--- src/rtl/sevenseg_pkg.sv ---
// Shared constants, state type and anode helper for the 8-digit seven-segment scanner.
package sevenseg_pkg;

  localparam int NDIG  = 8;
  localparam int SEL_W = 3;

  typedef enum logic [1:0] {IDLE, BLANK, ON} scan_state_t;

  // Active-low anode pattern with only digit s lit.
  function automatic logic [NDIG-1:0] onehot_n(input logic [SEL_W-1:0] s);
    logic [NDIG-1:0] r;
    r    = '1;
    r[s] = 1'b0;
    return r;
  endfunction

endpackage

--- src/rtl/next_digit_find.sv ---
// Finds the next enabled digit after cur_sel (circularly) and flags a scan wrap.
module next_digit_find
  import sevenseg_pkg::*;
(
  input  logic [NDIG-1:0]  dig_en,
  input  logic [SEL_W-1:0] cur_sel,
  output logic [SEL_W-1:0] nxt_sel,
  output logic             wrap
);

  logic [SEL_W-1:0] cand [NDIG-1];
  logic [NDIG-2:0]  hit;

  genvar gi;
  generate
    for (gi = 0; gi < NDIG - 1; gi++) begin : g_cand
      assign cand[gi] = cur_sel + SEL_W'(gi + 1);
      assign hit[gi]  = dig_en[cand[gi]];
    end
  endgenerate

  // Walk from the farthest candidate back so the nearest enabled digit wins.
  always_comb begin
    nxt_sel = cur_sel;
    for (int k = NDIG - 2; k >= 0; k--) begin
      if (hit[k]) nxt_sel = cand[k];
    end
    wrap = (nxt_sel <= cur_sel);
  end

endmodule

--- src/rtl/sevenseg_scan.sv ---
// Time-multiplexed 8-digit scan controller: blanking between digits, skips
// disabled digits, one-cycle frame pulse on every scan wrap.
module sevenseg_scan
  import sevenseg_pkg::*;
#(
  parameter int DIV       = 100000,
  parameter int BLANK_CYC = 4
) (
  input  logic             clk,
  input  logic             rst,
  input  logic             en,
  input  logic [NDIG-1:0]  dig_en,
  output logic [SEL_W-1:0] sel,
  output logic [NDIG-1:0]  an_n,
  output logic             frame
);

  localparam int MAX_CYC = (DIV > BLANK_CYC) ? DIV : BLANK_CYC;
  localparam int CNT_W   = $clog2(MAX_CYC + 1);
  localparam logic [CNT_W-1:0] BLANK_LAST = CNT_W'(BLANK_CYC - 1);
  localparam logic [CNT_W-1:0] ON_LAST    = CNT_W'(DIV - 1);

  scan_state_t      state;
  logic [CNT_W-1:0] cnt;
  logic [SEL_W-1:0] search_from;
  logic [SEL_W-1:0] nxt_sel;
  logic             wrap;

  // Searching from the top digit yields the lowest enabled digit when starting a scan.
  assign search_from = (state == IDLE) ? SEL_W'(NDIG - 1) : sel;

  next_digit_find u_find (
    .dig_en  (dig_en),
    .cur_sel (search_from),
    .nxt_sel (nxt_sel),
    .wrap    (wrap)
  );

  always_ff @(posedge clk or posedge rst) begin
    if (rst) begin
      state <= IDLE;
      sel   <= '0;
      an_n  <= '1;
      frame <= 1'b0;
      cnt   <= '0;
    end else begin
      frame <= 1'b0;
      if (!en || dig_en == '0) begin
        state <= IDLE;
        an_n  <= '1;
        cnt   <= '0;
      end else begin
        unique case (state)
          IDLE: begin
            state <= BLANK;
            sel   <= nxt_sel;
            an_n  <= '1;
            cnt   <= '0;
          end
          BLANK: begin
            an_n <= '1;
            if (!dig_en[sel]) begin
              // Target vanished before being lit: pick the next one and restart blanking.
              sel <= nxt_sel;
              cnt <= '0;
            end else if (cnt == BLANK_LAST) begin
              state <= ON;
              an_n  <= onehot_n(sel);
              cnt   <= '0;
            end else begin
              cnt <= cnt + 1'b1;
            end
          end
          ON: begin
            if (!dig_en[sel] || cnt == ON_LAST) begin
              state <= BLANK;
              sel   <= nxt_sel;
              an_n  <= '1;
              frame <= wrap;
              cnt   <= '0;
            end else begin
              an_n <= onehot_n(sel);
              cnt  <= cnt + 1'b1;
            end
          end
          default: begin
            state <= IDLE;
            an_n  <= '1;
            cnt   <= '0;
          end
        endcase
      end
    end
  end

endmodule

--- config.mk ---
export PLATFORM = sky130hd
export DESIGN_NAME = sevenseg_scan
export DESIGN_NICKNAME = d
export VERILOG_FILES = /design/src/rtl/sevenseg_pkg.sv /design/src/rtl/next_digit_find.sv /design/src/rtl/sevenseg_scan.sv
export SDC_FILE = /design/constraint.sdc
export NUM_CORES = 1
export LEC_CHECK = 0
export BUFFER_PORTS_ARGS = -buffer_cell sky130_fd_sc_hd__clkbuf_2
export CAP_MARGIN = 40
export CORE_ASPECT_RATIO = 1.4
export CORE_MARGIN = 4
export CORE_UTILIZATION = 55
export DETAILED_ROUTE_END_ITERATION = 10
export GPL_TIMING_DRIVEN = 0
export PLACE_DENSITY = 0.75
export SLEW_MARGIN = 20
export SYNTH_ARGS = -nofsm -noshare
export SYNTH_HDL_FRONTEND = slang
export SYNTH_HIERARCHICAL = 1
export SYNTH_SLANG_ARGS = --single-unit
--- constraint.sdc ---
create_clock -name clk -period 4.1 [get_ports clk]
set_clock_uncertainty 0.15 [all_clocks]
set_input_delay 0 -clock clk [delete_from_list [all_inputs] [get_ports clk]]
set_output_delay 0 -clock clk [all_outputs]
set_load 0.02 [all_outputs]
==> results.md <==
- TritonCTS clock tree: done
- DIE WIDTH: 66.8 um
- Synth Flop Type: dfrtp_1
- Max-cap viol count: 0
- Crit Path Max Fanout: 7
- Comb pwr share: 0.582
- I/O pin count: 23
- Worst Max-Slew Pin Slew: 0.714 ns
- Slew Limit Fails: 0
- # port buffers: 22
- Antenna violations before repair: 0
- Top post-synthesis cells by area: dfrtp_1, mux4_2, dfstp_2
- Die footprint: 6040 um^2
- CTS Buf Count: 5
- Reg2Reg Setup Slack: 0.12 ns
- Antenna fix cells: 0
- Seq/Total Area, Yosys: 0.295
- Clock power frac: 0.191
- Overflow after GRT: 0
- Final worst path period need: 3.98 ns
- Ys async rst share: 1.00
- Synth Net Count: 288
- P per Cell Area: 526 nW/um^2
- Nets: 324
- Worst Hold Path Cells: 3
- Inst Count DP: 352
- Cell area after synthesis: 2670 um^2
- Yosys reg bits: 31
- Root Driver: clkbuf_8
- Layout cell share with drive strength beyond 1: 0.332
- P_int: 996 uW
- Worst hold-check path type: in2reg
- Setup violations, final: 0
- Sequential share of power: 0.227
- Area growth syn-to-layout: 17.4%
- RSZ-0062 raised after global routing: false
- FP Rows: 29
- Max Buffers Root-to-Sink: 2
- Fill cells: 379
- H-tree Lvls: 2
- Gr usage total: 0.232
- Post-synth top area cell: dfrtp_1
- DP Wirelength: 4.72 mm
- Worst path arrival time: 4.06 ns
- Largest net degree at the start of global routing: 17
- R2R depth: 17
- Lkg Pwr: 1.28 nW
- Critical Path RT: 4.17 ns
- Clock-pin slew on the worst setup and hold paths: 0.07 ns
- Detailed-route wire length: 6.42 mm
- Max Freq: 251 MHz
- Via count: 2249
- Gpl congestion: 0.845
- EDFF count, synth: 0
- Net Sw Frac: 0.395
- Startpoint class of the critical path: flop
- Global-route wire length before repair: 10.8 mm
- First drt pass iteration count: 6
- Iteration-0 DRC Markers: 190
- Rel. slew slack: 0.520
- R2R Path Start: state[0]
- Ys Warns: 6
- Die Y: 90.4 um
- Cell variety after synth: 62
- Crit end category: flop
- Fin util: 0.679
- Routed length per instance: 17.5 um
- FF-to-FF End: frame
- Switch Pwr: 651 uW
- DRC violations left: 0
- Syn Area/Cell: 9.98 um^2
- CP Class: reg2reg
- Via density: 6.14
- Vias in the first global route: 2217
- Commonest non-fill, non-tap cell in the layout: nor2_1
- Tcrit/Tclk final: 0.972
- Critical path capture point: frame
- Peak supply drop: 0.282 mV
- Sink Count: 31
- Fin Setup TNS: 0 ns
- Core Region: 4610 um^2
- Yosys top cell area share: 0.216
- Post-Synthesis Cells: 267
- Status: completed
- Cell Count, Final, Fillers Out: 366
- Worst skew pair latency: 0.29 ns
- Final Hold Fails: 0
- Final ANT Viol Nets: 0
- Initial Util: 0.578
- Commonest non-fill, non-tap cells in the layout: nor2_1, clkbuf_2, dfrtp_1, nand2_1, o21ai_0
- CP Launch Point: state[0]
[cells in the mapped netlist (3+ instances only)]
library cell	n
a21boi_0	3
nor4_1	3
a21oi_1	8
mux4_1	4
clkbuf_1	6
o21ai_0	14
nor2_1	30
buf_2	6
ha_1	10
dfrtp_1	23
inv_1	9
and3_1	5
xnor2_1	9
nor3_1	7
mux4_2	11
nor3b_1	4
mux2i_1	9
xor2_1	11
nand2_1	13
nand4_1	6
nand3_1	9
mux2_2	8
or2_2	3
dfstp_2	8
[critical path, cell delays in order (launching register included)]
cell and delay (ns):
dfrtp_1 0.41, inv_2 0.08, ha_4 0.18, or2_4 0.24, buf_12 0.13, inv_6 0.09, ha_4 0.20, buf_6 0.13
mux2i_1 0.14, mux4_2 0.50, a22o_4 0.28, o41a_1 0.30, o211a_1 0.25, ha_4 0.22, nor2b_1 0.13, o21a_1 0.18
o21ai_2 0.14, and3_1 0.16
[state kept, by name (all words and copies together) (netlist names)]
register  count
frame         1
cnt          17
state         2
an_n          8
sel           3
[routing by layer]
layer	vias up	wire length, um	GRT usage
met2	57	3660	0.416
met4	0	266	0.134
met1	1101	2300	0.243
li1	1070	-	-
met3	21	195	0.0374
met5	-	0	0
[cells by family after synthesis]
family,count (synthesis),share of synthesized area
simple gates,95,0.188
compound gates,51,0.142
mux,33,0.208
flops,31,0.295
buf+inv,27,0.0540
xor+xnor,20,0.0657
fa+ha+maj,10,0.0469
[stage by stage]
| stage | setup slack (ns) | cell area [um^2] | power [mW] | hold WS [ns] |
|---|---|---|---|---|
| 3_3_place_gp | -0.370 | 2870 | 1.20 | 0.158 |
| 4_1_cts | 0.0198 | 3090 | 1.59 | 0.0237 |
| 3_5_place_dp | -0.425 | 2900 | 1.24 | -0.0468 |
| 5_1_grt | 0.0129 | 3130 | 1.74 | 0.0460 |
| 6_report | 0.116 | 3130 | 1.65 | 0.0260 |
| 2_1_floorplan | 0.0172 | 2690 | 1.05 | -0.0526 |
[power groups by stage]
stage	logic, mW	clock network, mW	registers, mW
5_1_grt	1.03	0.331	0.378
4_1_cts	0.898	0.319	0.375
6_report	0.959	0.314	0.374
3_5_place_dp	0.866	0	0.369
2_1_floorplan	0.659	0	0.389
3_3_place_gp	0.837	0	0.368
[how the worst min path moves through the flow]
stage / slack (ns) / end / start
after detailed placement: -0.05 / frame / rst
after global routing: 0.05 / state[1] / en
final: 0.03 / state[1] / en
after floorplan: -0.05 / cnt[0] / rst
after CTS: 0.02 / state[1] / en
after global placement: 0.16 / cnt[2] / rst
[what timing repair did]
| action | CTS | global route |
|---|---|---|
| buffers inserted | 7 | 2 |
| endpoints found under the setup margin | 1 | 1 |
| hold buffers | 1 | 0 |
| pin swaps | 6 | 4 |
| hold endpoints to repair | 7 | 0 |
| resized for setup | 14 | 3 |
[cell type report]
type,count,area (um^2),area share
multi-input cells,209,1790,0.571
flip-flops and latches,31,788,0.252
repair buffers,33,215,0.0688
plain buffers,12,91.3,0.0292
clock buffers,6,82.6,0.0264
well taps,62,77.6,0.0248
inverters,11,53.8,0.0172
clock inverters,2,35.0,0.0112
No activity file was read; power rests on OpenSTA's default activity.
